`src/rtl/lsu_mem_port.sv`:
```
// Data-side load/store initiator for the unified memory.
// Sub-word stores are done as read-modify-write because the memory only writes whole words.
module lsu_mem_port #(
    parameter int WORD_LEN = 32
) (
    input  logic                clk,
    input  logic                rst,
    input  logic                req_valid,
    output logic                req_ready,
    input  logic                req_wen,
    input  logic [2:0]          req_funct3,
    input  logic [WORD_LEN-1:0] req_addr,
    input  logic [WORD_LEN-1:0] req_wdata,
    output logic                resp_valid,
    output logic [WORD_LEN-1:0] resp_rdata,
    output logic                resp_err,
    output logic [WORD_LEN-1:0] mem_addr,
    output logic                mem_wen,
    output logic [WORD_LEN-1:0] mem_wdata,
    input  logic [WORD_LEN-1:0] mem_rdata
);

    localparam logic [2:0] S_IDLE    = 3'd0;
    localparam logic [2:0] S_RD_ADDR = 3'd1;
    localparam logic [2:0] S_RD_CAP  = 3'd2;
    localparam logic [2:0] S_WR      = 3'd3;
    localparam logic [2:0] S_RESP    = 3'd4;

    logic [2:0]          state_q, state_d;
    logic [1:0]          addr_lo_q, addr_lo_d;
    logic [2:0]          funct3_q, funct3_d;
    logic                wen_q, wen_d;
    logic [15:0]         wdata_q, wdata_d;
    logic [WORD_LEN-1:0] mem_addr_q, mem_addr_d;
    logic [WORD_LEN-1:0] mem_wdata_q, mem_wdata_d;
    logic [WORD_LEN-1:0] resp_rdata_q, resp_rdata_d;
    logic                resp_err_q, resp_err_d;

    logic                bad_funct3;
    logic                misaligned;
    logic [7:0]          rd_lane [4];
    logic [7:0]          byte_sel;
    logic [15:0]         half_sel;
    logic [WORD_LEN-1:0] load_ext;
    logic [WORD_LEN-1:0] merged;

    always_comb begin
        bad_funct3 = req_wen ? (req_funct3 > 3'b010)
                             : (req_funct3 == 3'b011 || req_funct3[2:1] == 2'b11);
        misaligned = (req_funct3[1:0] == 2'b01 && req_addr[0])
                  || (req_funct3[1:0] == 2'b10 && req_addr[1:0] != 2'b00);
    end

    // Per byte lane: split the read word, and build the merged store word
    // (SB writes wdata[7:0] into one lane, SH writes wdata[15:0] into a lane pair).
    genvar gi;
    generate
        for (gi = 0; gi < 4; gi++) begin : g_lane
            logic lane_hit;
            logic [7:0] new_byte;
            assign rd_lane[gi] = mem_rdata[8*gi +: 8];
            assign lane_hit    = (funct3_q[1:0] == 2'b00) ? (addr_lo_q == 2'(gi))
                                                          : (addr_lo_q[1] == 1'(gi / 2));
            assign new_byte    = funct3_q[0] ? wdata_q[8*(gi % 2) +: 8] : wdata_q[7:0];
            assign merged[8*gi +: 8] = lane_hit ? new_byte : rd_lane[gi];
        end
    endgenerate

    always_comb begin
        byte_sel = rd_lane[addr_lo_q];
        half_sel = addr_lo_q[1] ? mem_rdata[31:16] : mem_rdata[15:0];
        case (funct3_q)
            3'b000:  load_ext = {{(WORD_LEN-8){byte_sel[7]}}, byte_sel};
            3'b001:  load_ext = {{(WORD_LEN-16){half_sel[15]}}, half_sel};
            3'b010:  load_ext = mem_rdata;
            3'b100:  load_ext = {{(WORD_LEN-8){1'b0}}, byte_sel};
            3'b101:  load_ext = {{(WORD_LEN-16){1'b0}}, half_sel};
            default: load_ext = '0;
        endcase
    end

    always_comb begin
        state_d      = state_q;
        addr_lo_d    = addr_lo_q;
        funct3_d     = funct3_q;
        wen_d        = wen_q;
        wdata_d      = wdata_q;
        mem_addr_d   = mem_addr_q;
        mem_wdata_d  = mem_wdata_q;
        resp_rdata_d = '0;
        resp_err_d   = 1'b0;
        case (state_q)
            S_IDLE: begin
                if (req_valid) begin
                    addr_lo_d = req_addr[1:0];
                    funct3_d  = req_funct3;
                    wen_d     = req_wen;
                    wdata_d   = req_wdata[15:0];
                    if (bad_funct3 || misaligned) begin
                        // Rejected requests never touch the memory bus.
                        state_d    = S_RESP;
                        resp_err_d = 1'b1;
                    end else begin
                        mem_addr_d = {req_addr[WORD_LEN-1:2], 2'b00};
                        if (req_wen && req_funct3 == 3'b010) begin
                            state_d     = S_WR;
                            mem_wdata_d = req_wdata;
                        end else begin
                            state_d = S_RD_ADDR;
                        end
                    end
                end
            end
            S_RD_ADDR: state_d = S_RD_CAP;
            S_RD_CAP: begin
                if (wen_q) begin
                    mem_wdata_d = merged;
                    state_d     = S_WR;
                end else begin
                    resp_rdata_d = load_ext;
                    state_d      = S_RESP;
                end
            end
            S_WR:    state_d = S_RESP;
            S_RESP:  state_d = S_IDLE;
            default: state_d = S_IDLE;
        endcase
    end

    always_ff @(posedge clk) begin
        if (rst) begin
            state_q      <= S_IDLE;
            addr_lo_q    <= '0;
            funct3_q     <= '0;
            wen_q        <= 1'b0;
            wdata_q      <= '0;
            mem_addr_q   <= '0;
            mem_wdata_q  <= '0;
            resp_rdata_q <= '0;
            resp_err_q   <= 1'b0;
        end else begin
            state_q      <= state_d;
            addr_lo_q    <= addr_lo_d;
            funct3_q     <= funct3_d;
            wen_q        <= wen_d;
            wdata_q      <= wdata_d;
            mem_addr_q   <= mem_addr_d;
            mem_wdata_q  <= mem_wdata_d;
            resp_rdata_q <= resp_rdata_d;
            resp_err_q   <= resp_err_d;
        end
    end

    // Write enable is qualified by rst so an in-flight store is dropped cleanly.
    assign mem_wen    = (state_q == S_WR) && !rst;
    assign req_ready  = (state_q == S_IDLE);
    assign resp_valid = (state_q == S_RESP);
    assign resp_rdata = resp_rdata_q;
    assign resp_err   = resp_err_q;
    assign mem_addr   = mem_addr_q;
    assign mem_wdata  = mem_wdata_q;

endmodule

```
`config.mk`:
```
export PLATFORM = sky130hd
export DESIGN_NAME = lsu_mem_port
export DESIGN_NICKNAME = d
export VERILOG_FILES = /design/src/rtl/lsu_mem_port.sv
export SDC_FILE = /design/constraint.sdc
export NUM_CORES = 1
export LEC_CHECK = 0
export CAP_MARGIN = 30
export CORE_MARGIN = 2
export CORE_UTILIZATION = 48
export CTS_CLUSTER_DIAMETER = 30
export DETAILED_ROUTE_END_ITERATION = 12
export MAX_ROUTING_LAYER = met4
export PLACE_DENSITY = 0.82
export SLEW_MARGIN = 20
export SYNTH_ARGS = -nofsm -noshare
export SYNTH_HDL_FRONTEND = slang
export SYNTH_SLANG_ARGS = --single-unit
export TNS_END_PERCENT = 5
```
`constraint.sdc`:
```
create_clock -name clk -period 2.7 [get_ports clk]
set_input_delay 0.27 -clock clk [delete_from_list [all_inputs] [get_ports clk]]
set_output_delay 0.27 -clock clk [all_outputs]
set_load 0.02 [all_outputs]
```
==> results of run 1 <==
## state kept, by name, summed over array words and instances (netlist names)
| signal | cells |
|---|---|
| resp_rdata | 32 |
| mem_wdata | 32 |
| resp_err | 1 |
| wdata_q | 16 |
| mem_addr | 30 |
| addr_lo_q | 2 |
| wen_q | 1 |
| funct3_q | 3 |
| state_q | 3 |
## kinds of logic (layout without fill, tap and decap cells)
group           count (synthesis)  in the layout  share of synthesized area
compound gates                170            170                      0.215
buf+inv                        55            248                     0.0441
simple gates                  208            208                      0.182
mux                            55             55                      0.110
other cells                     1              2                   0.000699
flops                         120            120                      0.448
## where the power goes
part           switching, mW  internal [mW]  total, mW  leakage (nW)
Sequential            0.0591           1.83       1.89         0.973
Combinational          0.384          0.361      0.744          1.79
Clock                  0.818           1.62       2.43         0.309
## placed cells by master, fill, tap and decap left out, types with 11 or more instances in the layout
master           synthesis  routed
dfxtp_1                120     120
a211oi_1                24      24
nor2_1                  66      66
buf_4                    3      14
o21ai_0                 11      11
nand2_1                 92      92
clkbuf_16                0      16
clkdlybuf4s50_1          0     199
mux2_2                  23      23
a21oi_1                 78      78
mux2i_1                 31      31
## per-layer routing
metal,part of all wire,track usage
met4,0.032,0.108
met1,0.39,0.364
met3,0.092,0.0771
met2,0.48,0.493
met5,0,-
## final cells by class
type	instances	area, sq um
clock buffers	20	435
clock inverters	12	199
fillers	774	2790
inverters	1	3.75
multi-input cells	435	2750
flip-flops and latches	120	2400
well taps	140	175
repair buffers	215	2130
## worst max-delay path by stage
stage / from / endpoint / depth (start not counted)
2_1_floorplan: state_q[1] / addr_lo_q[0] / 6
3_5_place_dp: req_funct3[0] / mem_wdata[22] / 5
5_1_grt: req_funct3[2] / mem_wdata[22] / 5
6_report: req_funct3[0] / mem_wdata[22] / 5
3_3_place_gp: req_funct3[0] / mem_wdata[23] / 5
4_1_cts: state_q[1] / mem_wen / 2
==> results, run 1 <==
- After clock tree synthesis, the clock-pin slew on the worst setup and hold paths is 60 ps.
- The transition time at the pin with the least slew margin is ~800 ps.
- The kind of cell with the highest combined delay on the critical path is compound AO/OA/AOI/OAI gates.
- The worst hold path terminates at mem_addr[29].
- Post-CTS repair changed the size of 0 cells.
- In this run the worst path has a maximum fanout of 24.
- The data arrival time of the worst path is about 2600 ps.
- The final worst hold slack is around 240 ps.
- The number of sinks handled by clock tree synthesis is 120.
- Among all flip-flop cells after synthesis, the most frequent one is dfxtp_1.
- The post-synthesis cell type with the largest combined area is dfxtp_1.
- The number of diodes is 0.
- The cell total after placement is between 900 and 1000.
- Across all setup checks in the final design, the least slack found is 505 ps.
- The first-pass GRT wire length is 27200 um.
- The capturing element type of the critical path is a register.
- The leakage power total is 3.08 nW.
- In the synthesized netlist, the number of instances is 609.
- The standard cell area after detailed placement is 7460 sq um.
- The remaining number of nets flagged by the antenna check after routing is 0.
- Relative to the synthesized area, the layout overhead comes to 51.0%.
- The vias per cell is 5.84.
- The mapped netlist covers between 5000 and 6000 sq um.
- TritonCTS built the clock tree.
- The deepest level of the CTS H-tree is 4.
- Setup total negative slack on the finished layout was measured at 0 ps.
- The count of buffer and inverter cells on the critical path is 1.
- The max capacitance violation total is 0.
- By startpoint and endpoint, the worst setup path is classified as in -> reg.
- Counting instances in the post-synthesis netlist gives the leading cell types as dfxtp_1 (120), nand2_1 (92), a21oi_1 (78).
- The final cell count without fillers is 943.
- TritonCTS created 17 clock buffers.
- VDD sags by at most between 0.4 and 0.5 mV.
- For this configuration, the core starts out at a cell density of 0.492.
- The slowest stage cell on the critical path is nor4_2.
- The launch point of the worst reg-to-reg path is state_q[1].
- The run finished with clean final reports.
- The number of pins exceeding their max-slew limit in the final report is 0.
- The min-delay analysis places its worst path in the category in -> reg.
- The maximum frequency from static timing analysis is 456 MHz.
- The critical path startpoint category is a primary input.
- In the global route stage, overall resource usage came out at 0.303.
- For this run, the detailed router's first-pass iteration total came to 8.
- The length in cells of the worst reg-to-reg path is 4.
- Entering global routing, the biggest net connects 64 pins.
- The most common cell in the netlist is dfxtp_1.
- The total via count after detailed routing is around 5500.
- Detailed placement finished with a half-perimeter wire length of ~13000 um.
- Before CTS, the worst setup slack after placement is 32.9 ps.
- The utilization after layout is 0.744.
- The synthesized design contains 120 register bits.
- After layout, the minimum clock period comes to 2200 ps.
- The later-pin clock latency in the skew report is between 500 and 600 ps.
- After detailed routing, the average wire length per cell comes to approximately 19 um.
- The routability-driven placement congestion ratio is 0.957.
- The die covers about 12000 sq um.
- The number of buffers added to fix hold violations after cts is 0.
- The mean instance size in the synthesized netlist is 8.80 sq um.
- The area of the placeable core is approximately 11000 sq um.
- The unique cell type count in the Yosys netlist is 46.
- The tightest slew margin relative to the limit is 0.479.
- The longest clock path from root to sink contains 2 buffers.
- The hold violation count in the final report was 0.
- The final-report setup violation count is 0.
- After detailed routing, the number of remaining DRC violations is 0.
- The number of antenna violations at the first check in global routing is 0.
- The floorplan has 38 rows.
- The total number of nets in the final design is 893.
- Setup repair after global routing left no endpoint under its margin.
- Summing internal, switching and leakage power gives 5.07 mW.
- The Yosys step of the flow raised 0 warnings.
- By area the synthesized netlist is led by dfxtp_1 (45%), a21oi_1 (7.3%), nand2_1 (6.4%), mux2i_1 (5.8%), mux2_2 (4.8%).
- The aggregate global routing overflow is 0.
- The total setup buffers inserted after CTS is 0.
- CTS placed an instance of clkbuf_8 at the clock tree root.
- The fraction of synthesized cell area taken by the top area cell type is 0.448.
- In the finished design, the share of the clock period the worst path needs comes to 0.813.
- The die is 110 um wide.
- In this run the count of I/O pins placed on the die edge is 203.
- The final setup skew is between 10 and 15 ps.
- The via count of the first global-routing pass is 5288.
- The vertical die dimension is 110 um.
- The area of all placed cells without fillers is 8100 sq um.
- In the final layout, the share of cells above drive strength 1 is 0.110.
- The data required time at the worst endpoint is 3140 ps.
- The synthesized design contains 0 enable-type register cells.
- Power spread over the standard cell area amounts to 626 nW/um^2.
- The critical hold path startpoint is rst.
- The number of violations reported at the end of detailed-routing iteration 0 is 482.
- The routed design has 17700 um of wire.
- For this run, the register share of the synthesized area comes to 0.448.
- The end of the worst register-to-register path is resp_rdata[29].
- The number of cells on the worst hold path is 2.
- In this design, the stage delay of the slowest critical-path cell is around 720 ps.
- The count of buffers added on input and output ports is 200.
- The setup slack on the worst flop-to-flop path is between 500 and 600 ps.
- For this run, asynchronously set or reset flops after synthesis account for 0.
- The signal on the critical path passes through clkdlybuf4s50_1, nor4_2, a32o_2, o221ai_1, a21oi_1.
Power figures use the tool's default switching activity.
==> inputs of run 2 (changes only) <==
--- a/config.mk
+++ b/config.mk
@@ -7,11 +7,11 @@
 export LEC_CHECK = 0
 export CAP_MARGIN = 30
 export CORE_MARGIN = 2
-export CORE_UTILIZATION = 48
+export CORE_UTILIZATION = 44
 export CTS_CLUSTER_DIAMETER = 30
 export DETAILED_ROUTE_END_ITERATION = 12
 export MAX_ROUTING_LAYER = met4
-export PLACE_DENSITY = 0.82
+export PLACE_DENSITY = 0.76
 export SLEW_MARGIN = 20
 export SYNTH_ARGS = -nofsm -noshare
 export SYNTH_HDL_FRONTEND = slang
==> constraint.sdc (replaced) <==
create_clock -name clk -period 2.1 [get_ports clk]
set_input_delay 0.21 -clock clk [delete_from_list [all_inputs] [get_ports clk]]
set_output_delay 0.21 -clock clk [all_outputs]
set_load 0.02 [all_outputs]
==> run 2 against run 1 <==
  * Sequential power is 29% higher
  * Cell area is 2.1% higher
  * Total power is 29% higher
  * Combinational power is 32% higher
  * Sequential share of layout area is 0.60 points lower
  * Worst hold slack worse by 77 ps
  * Clock skew is 4.8 ps lower
  * Die area is 8.8% higher
  * Critical path depth is 3 lower
  * Final cell count is 2.3% higher
  * Utilization is 5.3 points lower
==> results, run 2 (synthesized netlist as in run 1, its figures left out) <==
- The run finished with clean final reports.
- The area growth from synthesis to final layout is 54.1%.
- STA classifies the critical path startpoint as a register.
- The starting density of the core is 0.448.
- Before CTS, the worst setup slack after placement is -96.4 ps.
- The via count of the first global-routing pass came to 5547.
- The final-report setup violation count is 0.
- The number of fill cells in the layout is 936.
- The data required time at the worst endpoint is between 1500 and 2000 ps.
- The vias per cell is 5.61.
- The count of buffers added on input and output ports is 200.
- The capturing element type of the critical path is an output pin.
- The routability-driven placement congestion ratio is 0.909.
- The setup check on the worst reg-to-reg path leaves a slack of 220 ps.
- The remaining number of nets flagged by the antenna check after routing is 0.
- At the pin with the least slew margin, the transition time is 531 ps.
- Of the cells placed in the final design, the portion with a size suffix greater than 1 is 0.126.
- The setup slack after layout is 102 ps.
- At the end of the flow, the number of nets in the layout was 908.
- At the end of the flow the core is filled with cells to 0.691.
- Leaving out fill and tap cells, the most frequent cells in the layout are clkdlybuf4s50_1 (199), dfxtp_1 (120), nand2_1 (92).
- For this block, the routed nets add up to 17300 um of wire.
- For this run, the detailed router's first-pass iteration total came to 5.
- The data arrival time of the worst path is about 1800 ps.
- The first global-routing pass estimated 27700 um of wire.
- The clock-pin slew of the registers on the worst-case setup and hold paths is 50 ps.
- The tightest slew margin relative to the limit is 0.644.
- The CTS tree is built.
- The pin count of the biggest net entering global routing is 95.
- The total setup buffers inserted after CTS is 0.
- The number of clock buffers added by TritonCTS is 17.
- Hold repair after CTS inserted 0 buffers.
- The final critical path time including I/O delays and setup is 2000 ps.
- The later-pin clock latency in the skew report is 420 ps.
- In this design, the stage delay of the slowest critical-path cell is 600 ps.
- The final HPWL from detailed placement is 12500 um.
- Dividing the final minimum period by the clock period gives 0.951.
- The number of diodes is 0.
- The area of the die is 13100 sq um.
- The number of sinks handled by clock tree synthesis is 120.
- The number of cells on the worst hold path is 4.
- The global-route usage over all layers is 0.279.
- The die outline width is about 110 um.
- The number of cells on the worst reg-to-reg path is 6.
- Dividing the detail-routed wire length by the instance count gives 17.9 um.
- The vertical die dimension is 114 um.
- The worst register-to-register path ends at mem_addr[3].
- The maximum frequency from static timing analysis is 501 MHz.
- The critical path goes through and3_1, clkdlybuf4s50_1.
- The number of top-level design ports is 203.
- After detailed routing, the number of remaining DRC violations is 0.
- The tool flagged a number of max-cap violations equal to 0.
- The min-delay analysis places its worst path in the category in -> reg.
- The deepest level of the CTS H-tree is 4.
- The area of the placeable core is around 12000 sq um.
- Total power for the finished layout comes to between 6 and 7 mW.
- The library cell used most frequently in the layout, excluding fill and tap cells, is clkdlybuf4s50_1.
- The hold violation count in the final report is 0.
- Across the routed clock network, the largest skew measured is 8.61 ps.
- The number of antenna violations at the first check in global routing is 0.
- The number of pins exceeding their max-slew limit in the final report was 0.
- The slowest stage of the critical path belongs to the cell clkdlybuf4s50_1.
- The worst setup path is of the reg -> out kind.
- Setup repair after global routing left no endpoint under its margin.
- The number of instances resized during post-cts repair is 0.
- The tree is rooted in a clkbuf_16.
- The routed layout has 5415 vias.
- The floorplan has 40 rows.
- IR analysis of the VDD net gives a maximum drop of between 0.5 and 0.6 mV.
- The worst hold path begins at rst.
- The buffer levels on the longest clock path is 2.
- The total negative slack is 0 ps.
- Dividing total power by cell area gives a power density of a little under 800 nW/um^2.
- The leakage power total is 3.17 nW.
- The destination of the worst hold path is state_q[1].
- The aggregate global routing overflow is 0.
- The maximum fanout encountered on the critical timing path is 11.
- The worst register-to-register path begins at state_q[2].
- The number of violations reported at the end of detailed-routing iteration 0 is 500.
-- run 2: cell types whose count changed in the layout (fill, tap and decap cells not counted), sizes merged --
cell      change
clkinvlp      -1
clkbuf        +4
clkinv        -2
bufinv        -1
buf          +15
-- run 2: power breakdown --
group / internal [mW] / switching, mW / total (mW)
Sequential: 2.36 / 0.0724 / 2.43
Clock: 2.13 / 1.00 / 3.13
Combinational: 0.489 / 0.496 / 0.985
-- run 2: metrics by stage --
step	instance area [sq um]	cells	hold slack (ps)
global route	8260	965	172
floorplan	5370	610	346
detailed placement	7620	933	448
CTS	8260	965	153
finish	8260	965	164
global placement	7590	932	442
-- run 2: layout make-up --
cell class	count	area [sq um]	area share
multi-input cells	435	2750	0.333
flip-flops and latches	120	2400	0.291
repair buffers	230	2280	0.276
clock buffers	24	502	0.0607
well taps	147	184	0.0223
clock inverters	8	140	0.0170
inverters	1	3.75	0.000454
-- run 2: worst max-delay path by stage --
stage	startpoint	cells after the start	endpoint
finish	state_q[0]	2	mem_wen
global placement	req_funct3[2]	6	mem_addr[7]
floorplan	state_q[1]	6	addr_lo_q[0]
global route	state_q[0]	3	resp_valid
CTS	state_q[0]	2	mem_wen
detailed placement	req_funct3[0]	7	mem_wdata[27]
-- run 2: worst max-delay path: cells and delay by family (launching register included) --
kind / cells / cell delay (ps)
buffers and inverters: 1 / 600
and+or+nand+nor: 1 / 230
DFF: 1 / 550
-- run 2: layer usage --
metal | global-route usage | routed length, um | vias to the layer above
met3 | 0.0762 | 1390 | 40
li1 | - | - | 2561
met4 | 0.127 | 455 | 0
met1 | 0.337 | 7240 | 2529
met5 | - | 0 | -
met2 | 0.434 | 8200 | 285
